`src/rtl/servo_pkg.sv`:
```
// Shared definitions for the multi-channel servo PWM block: command encodings
// and the centre-position helper used for reset and re-centre.
package servo_pkg;

  typedef enum logic [1:0] {
    DIR_HOLD   = 2'b00,
    DIR_CW     = 2'b01,
    DIR_CCW    = 2'b10,
    DIR_CENTER = 2'b11
  } dir_e;

  function automatic int center_pw(input int min_pw, input int max_pw);
    return (min_pw + max_pw) / 2;
  endfunction

endpackage

```
`src/rtl/servo_pwm_channel.sv`:
```
// One servo channel: pulse-width register with saturating frame-boundary update,
// registered PWM compare and combinational limit flags.
module servo_pwm_channel
  import servo_pkg::*;
#(
  parameter int CNT_W  = 16,
  parameter int MIN_PW = 500,
  parameter int MAX_PW = 2500,
  parameter int STEP   = 10
) (
  input  logic             clk,
  input  logic             rst_n,
  input  logic [CNT_W-1:0] cnt,
  input  logic             frame_end,
  input  logic             en,
  input  logic [1:0]       dir,
  output logic             servo,
  output logic [CNT_W-1:0] pw,
  output logic             at_min,
  output logic             at_max
);

  // A step larger than MAX_PW always saturates, so clamping it keeps every
  // operand inside CNT_W+1 bits without changing the result.
  localparam int STEP_C = (STEP > MAX_PW) ? MAX_PW + 1 : STEP;

  localparam logic [CNT_W:0]   STEP_X   = (CNT_W+1)'(STEP_C);
  localparam logic [CNT_W:0]   MIN_X    = (CNT_W+1)'(MIN_PW);
  localparam logic [CNT_W:0]   MAX_X    = (CNT_W+1)'(MAX_PW);
  localparam logic [CNT_W-1:0] MIN_V    = CNT_W'(MIN_PW);
  localparam logic [CNT_W-1:0] MAX_V    = CNT_W'(MAX_PW);
  localparam logic [CNT_W-1:0] CENTER_V = CNT_W'(center_pw(MIN_PW, MAX_PW));

  logic [CNT_W-1:0] pw_reg, pw_next;
  logic             servo_reg, servo_next;
  logic [CNT_W:0]   pw_ext, sum_ext, diff_ext, floor_ext;

  assign pw_ext    = {1'b0, pw_reg};
  assign sum_ext   = pw_ext + STEP_X;
  assign diff_ext  = pw_ext - STEP_X;
  assign floor_ext = MIN_X + STEP_X;

  always_comb begin
    pw_next = pw_reg;
    if (frame_end && en) begin
      case (dir_e'(dir))
        DIR_HOLD:   pw_next = pw_reg;
        DIR_CW:     pw_next = (sum_ext > MAX_X) ? MAX_V : sum_ext[CNT_W-1:0];
        DIR_CCW:    pw_next = (pw_ext < floor_ext) ? MIN_V : diff_ext[CNT_W-1:0];
        DIR_CENTER: pw_next = CENTER_V;
        default:    pw_next = pw_reg;
      endcase
    end
  end

  // Compare uses the width in force for the current cycle; the lag of one
  // cycle places the pulse at T+1 .. T+pw of each frame.
  assign servo_next = en && (cnt < pw_reg);

  always_ff @(posedge clk or negedge rst_n) begin
    if (!rst_n) begin
      pw_reg    <= CENTER_V;
      servo_reg <= 1'b0;
    end else begin
      pw_reg    <= pw_next;
      servo_reg <= servo_next;
    end
  end

  assign servo  = servo_reg;
  assign pw     = pw_reg;
  assign at_min = (pw_reg == MIN_V);
  assign at_max = (pw_reg == MAX_V);

endmodule

```
`src/rtl/servo_pwm_multi.sv`:
```
// Multi-channel servo PWM generator: one shared frame counter and frame-start
// pulse driving NUM_CH independent servo_pwm_channel instances.
module servo_pwm_multi
  import servo_pkg::*;
#(
  parameter int NUM_CH = 2,
  parameter int CNT_W  = 16,
  parameter int PERIOD = 20000,
  parameter int MIN_PW = 500,
  parameter int MAX_PW = 2500,
  parameter int STEP   = 10
) (
  input  logic                    CLK,
  input  logic                    RST_N,
  input  logic [NUM_CH-1:0]       EN,
  input  logic [2*NUM_CH-1:0]     DIR,
  output logic [NUM_CH-1:0]       SERVO,
  output logic [NUM_CH*CNT_W-1:0] PULSE_WIDTH,
  output logic [NUM_CH-1:0]       AT_MIN,
  output logic [NUM_CH-1:0]       AT_MAX,
  output logic                    FRAME_START
);

  if (!((MIN_PW >= 0) && (MIN_PW <= MAX_PW) && (MAX_PW < PERIOD) &&
        (longint'(PERIOD) <= (longint'(1) << CNT_W)) && (STEP >= 1))) begin : g_bad_params
    $fatal(1, "servo_pwm_multi: illegal parameter set");
  end

  localparam logic [CNT_W-1:0] LAST_CNT = CNT_W'(PERIOD - 1);

  logic [CNT_W-1:0] cnt_reg, cnt_next;
  logic             frame_start_reg;
  logic             frame_end;

  assign frame_end = (cnt_reg == LAST_CNT);
  assign cnt_next  = frame_end ? '0 : cnt_reg + 1'b1;

  always_ff @(posedge CLK or negedge RST_N) begin
    if (!RST_N) begin
      cnt_reg         <= '0;
      frame_start_reg <= 1'b0;
    end else begin
      cnt_reg         <= cnt_next;
      frame_start_reg <= (cnt_reg == '0);
    end
  end

  assign FRAME_START = frame_start_reg;

  for (genvar gi = 0; gi < NUM_CH; gi++) begin : g_ch
    servo_pwm_channel #(
      .CNT_W (CNT_W),
      .MIN_PW(MIN_PW),
      .MAX_PW(MAX_PW),
      .STEP  (STEP)
    ) u_ch (
      .clk      (CLK),
      .rst_n    (RST_N),
      .cnt      (cnt_reg),
      .frame_end(frame_end),
      .en       (EN[gi]),
      .dir      (DIR[2*gi +: 2]),
      .servo    (SERVO[gi]),
      .pw       (PULSE_WIDTH[CNT_W*gi +: CNT_W]),
      .at_min   (AT_MIN[gi]),
      .at_max   (AT_MAX[gi])
    );
  end

endmodule

```
`config.mk`:
```
export PLATFORM = sky130hd
export DESIGN_NAME = servo_pwm_multi
export DESIGN_NICKNAME = d
export VERILOG_FILES = /design/src/rtl/servo_pkg.sv /design/src/rtl/servo_pwm_channel.sv /design/src/rtl/servo_pwm_multi.sv
export SDC_FILE = /design/constraint.sdc
export NUM_CORES = 1
export LEC_CHECK = 0
export ABC_AREA = 1
export CORE_MARGIN = 2
export CORE_UTILIZATION = 55
export CTS_CLUSTER_SIZE = 25
export DETAILED_ROUTE_END_ITERATION = 6
export GPL_TIMING_DRIVEN = 1
export PLACE_DENSITY = 0.87
export SLEW_MARGIN = 30
export SYNTH_ARGS = -nofsm -noshare
export SYNTH_HDL_FRONTEND = slang
export SYNTH_HIERARCHICAL = 1
export SYNTH_SLANG_ARGS = --single-unit
```
`constraint.sdc`:
```
create_clock -name CLK -period 3.8 [get_ports CLK]
set_input_delay 0.38 -clock CLK [delete_from_list [all_inputs] [get_ports CLK]]
set_output_delay 0.38 -clock CLK [all_outputs]
set_load 0.05 [all_outputs]
```
==> metrics.cfg <==
[timing]
drv_slew=0
setup_ws_ns=0.908
fin_crit_sh=0.761
worst_pin_slew_ns=0.795
relSlewSlack=0.470
timing_hold_violations_final=0
setup_viol=0
skew_ns=0.0125
rsz0062_at_grt=false
setup_tns_ns=0
fmaxAchievable_ghz=0.346
holdWs_ns=0.143
period_needed_ns=2.89

[cts]
cts_num_sinks=49
clk_latency_ns=0.31
holdBufCountCts=0
cts.path.max_buffers=2
clkSlewWorstSetupHoldPaths_ns=0.10
cts_tree=yes
cts_setup_buffers=0
ctsRootBufferMaster=clkbuf_8
cts_resized=0
htree_levels=2
cts_buffers=5

[finish]
area_growth_pct=12.3
diodes=0
final_area_um2=5340
final_layout_size_suffix_gt1_frac=0.0908
nets=803
largest_reg_flops=30
fin_util=0.643

[global_routing]
grt_usage=0.286
antenna_found_initial=0
grt_pass1_wl_mm=22.6
grt_pass1_vias=4788
gr-total-overflow=0
grt_max_degree=34

[logic_synthesis]
synth_cells=725
synth_top_area_cell=dfrtp_1
synth_cell_type_count=41
synth_nets=769
ys_seq_area_frac=0.262
syn_avg_cell_area_um2=6.55
synth_compound_area_frac=0.103
netlist_area_um2=4750
synth_fa_ha_area_frac=0.0948
yosysWarningCount=6
synth_top_family_by_area=simple AND/OR/NAND/NOR gates
synth.most_common_cell=nand2_1
synth_top_area_share=0.184
synth-main-ff-cell=dfrtp_1
yosys.area_share.simple=0.406
netlist_top_cells_count=nand2_1 (183), nor2_1 (103), inv_1 (87)
ys_top_cells_by_area=dfrtp_1 (18%), nand2_1 (14%), ha_1 (9.5%)
synth_enable_flop_cells=0
synth_seq_cells=49
synthMuxAreaShare=0
synth_xor_area_frac=0.0332
synthArstFlopShare=1.00

[power_and_ir_drop]
p_int_uw=870
p_seq_frac=0.443
p_switching_uw=481
clockPowerShare=0.299
ir_drop_v=0.000182
power.share.combinational=0.258
p_leak_uw=0.00253
switching_share=0.356
power.density_nw_per_um2=253

[detailed_routing]
vias_per_cell=5.71
post_drt_wl_per_cell_um=15.0
antenna_left=0
wirelength_mm=13.0
vias=4941
drc=0
drt_iter0_drc=349
dr.pass1.iters=5

[critical_path]
path_class=reg2out
endpoint_kind=primary output
crit_fanout=7
worst_ep_arrival_time_ns=2.51
critPathRequiredTime_ns=3.42
start_kind=register

[placement]
pre_cts_slack_ns=1.32
portBuffers=44
placed_area_um2=5220
place_congestion=0.940
place_hpwl_mm=10.2

[die]
initial_core_util=0.573
dieWidth_um=97.0
coreArea_um2=8300
row_count=33
die_area_um2=9400
ios=47
die_h_um=97.0

[flow_run]
cap_violations=0

[min_path]
hold_class=in2async

[status]
status=finished clean

## power groups by stage
stage / clock [µW] / sequential [µW] / combinational [µW]
CTS: 413 / 597 / 346
finish: 404 / 599 / 348
detailed placement: 0 / 607 / 344
global placement: 0 / 605 / 338
global route: 438 / 604 / 383
floorplan: 0 / 654 / 193
## worst max-delay path, stage by stage (launching register included)
cell and delay (ns):
dfstp_2 0.60, inv_1 0.10, nor3_1 0.31, nand3_1 0.13, nor3_1 0.22, clkdlybuf4s50_1 0.85
## cells by family after synthesis
| group | after synthesis |
|---|---|
| AO/OA/AOI/OAI | 88 |
| XOR/XNOR | 18 |
| adder cells (fa/ha/maj) | 36 |
| buffers and inverters | 113 |
| flip-flops | 49 |
| other | 2 |
| AND/OR/NAND/NOR | 419 |
## placed cells by master, fill, tap and decap left out, drive strengths merged, types with 2 or more instances in the layout
master,count
a211oi,3
a21oi,31
a31oi,5
buf,4
clkbuf,6
clkdlybuf4s50,43
conb,2
dfrtp,35
dfstp,14
ha,36
inv,93
nand2,196
nand3,50
nand3b,2
nand4,32
nor2,119
nor3,17
nor4,2
o211ai,5
o21ai,36
o21bai,3
xor2,18
## cell type report
type,count,area (µm²)
clock buffers,6,82.6
clock inverters,2,37.5
fillers,747,2960
inverters,93,349
multi-input cells,563,3030
flip-flops and latches,49,1240
well taps,105,131
repair buffers,47,458
## metal layers
layer  global-route usage  routed length, µm  vias to the layer above
li1                     -                  -                     2439
met1                0.387               5730                     2279
met2                0.473               5990                      193
met3               0.0477                973                       30
met4               0.0823                293                        0
met5                    0                  0                        -
## path summary, 6_finish.rpt
check | slack, ns | end | cells after the start | start
worst max-delay path | 0.91 | AT_MAX[1] | 5 | g_ch[1].u_ch/pw[2]
worst min-delay path | 0.14 | g_ch[1].u_ch/servo | 1 | RST_N
worst max register to register | 1.39 | g_ch[0].u_ch/pw[11] | 11 | cnt_reg[1]
worst min register to register | 0.51 | g_ch[0].u_ch/pw[2] | 2 | g_ch[0].u_ch/pw[2]
max in group asynchronous | 2.83 | g_ch[0].u_ch/pw[4] | 2 | RST_N
min in group CLK | 0.51 | g_ch[0].u_ch/pw[2] | 2 | g_ch[0].u_ch/pw[2]
## stage by stage
stage	std cells	total power, µW
3_5_place_dp	857	950
3_3_place_gp	857	943
2_1_floorplan	725	847
6_report	865	1350
4_1_cts	865	1360
5_1_grt	865	1430
No activity file was read; power rests on OpenSTA's default activity.
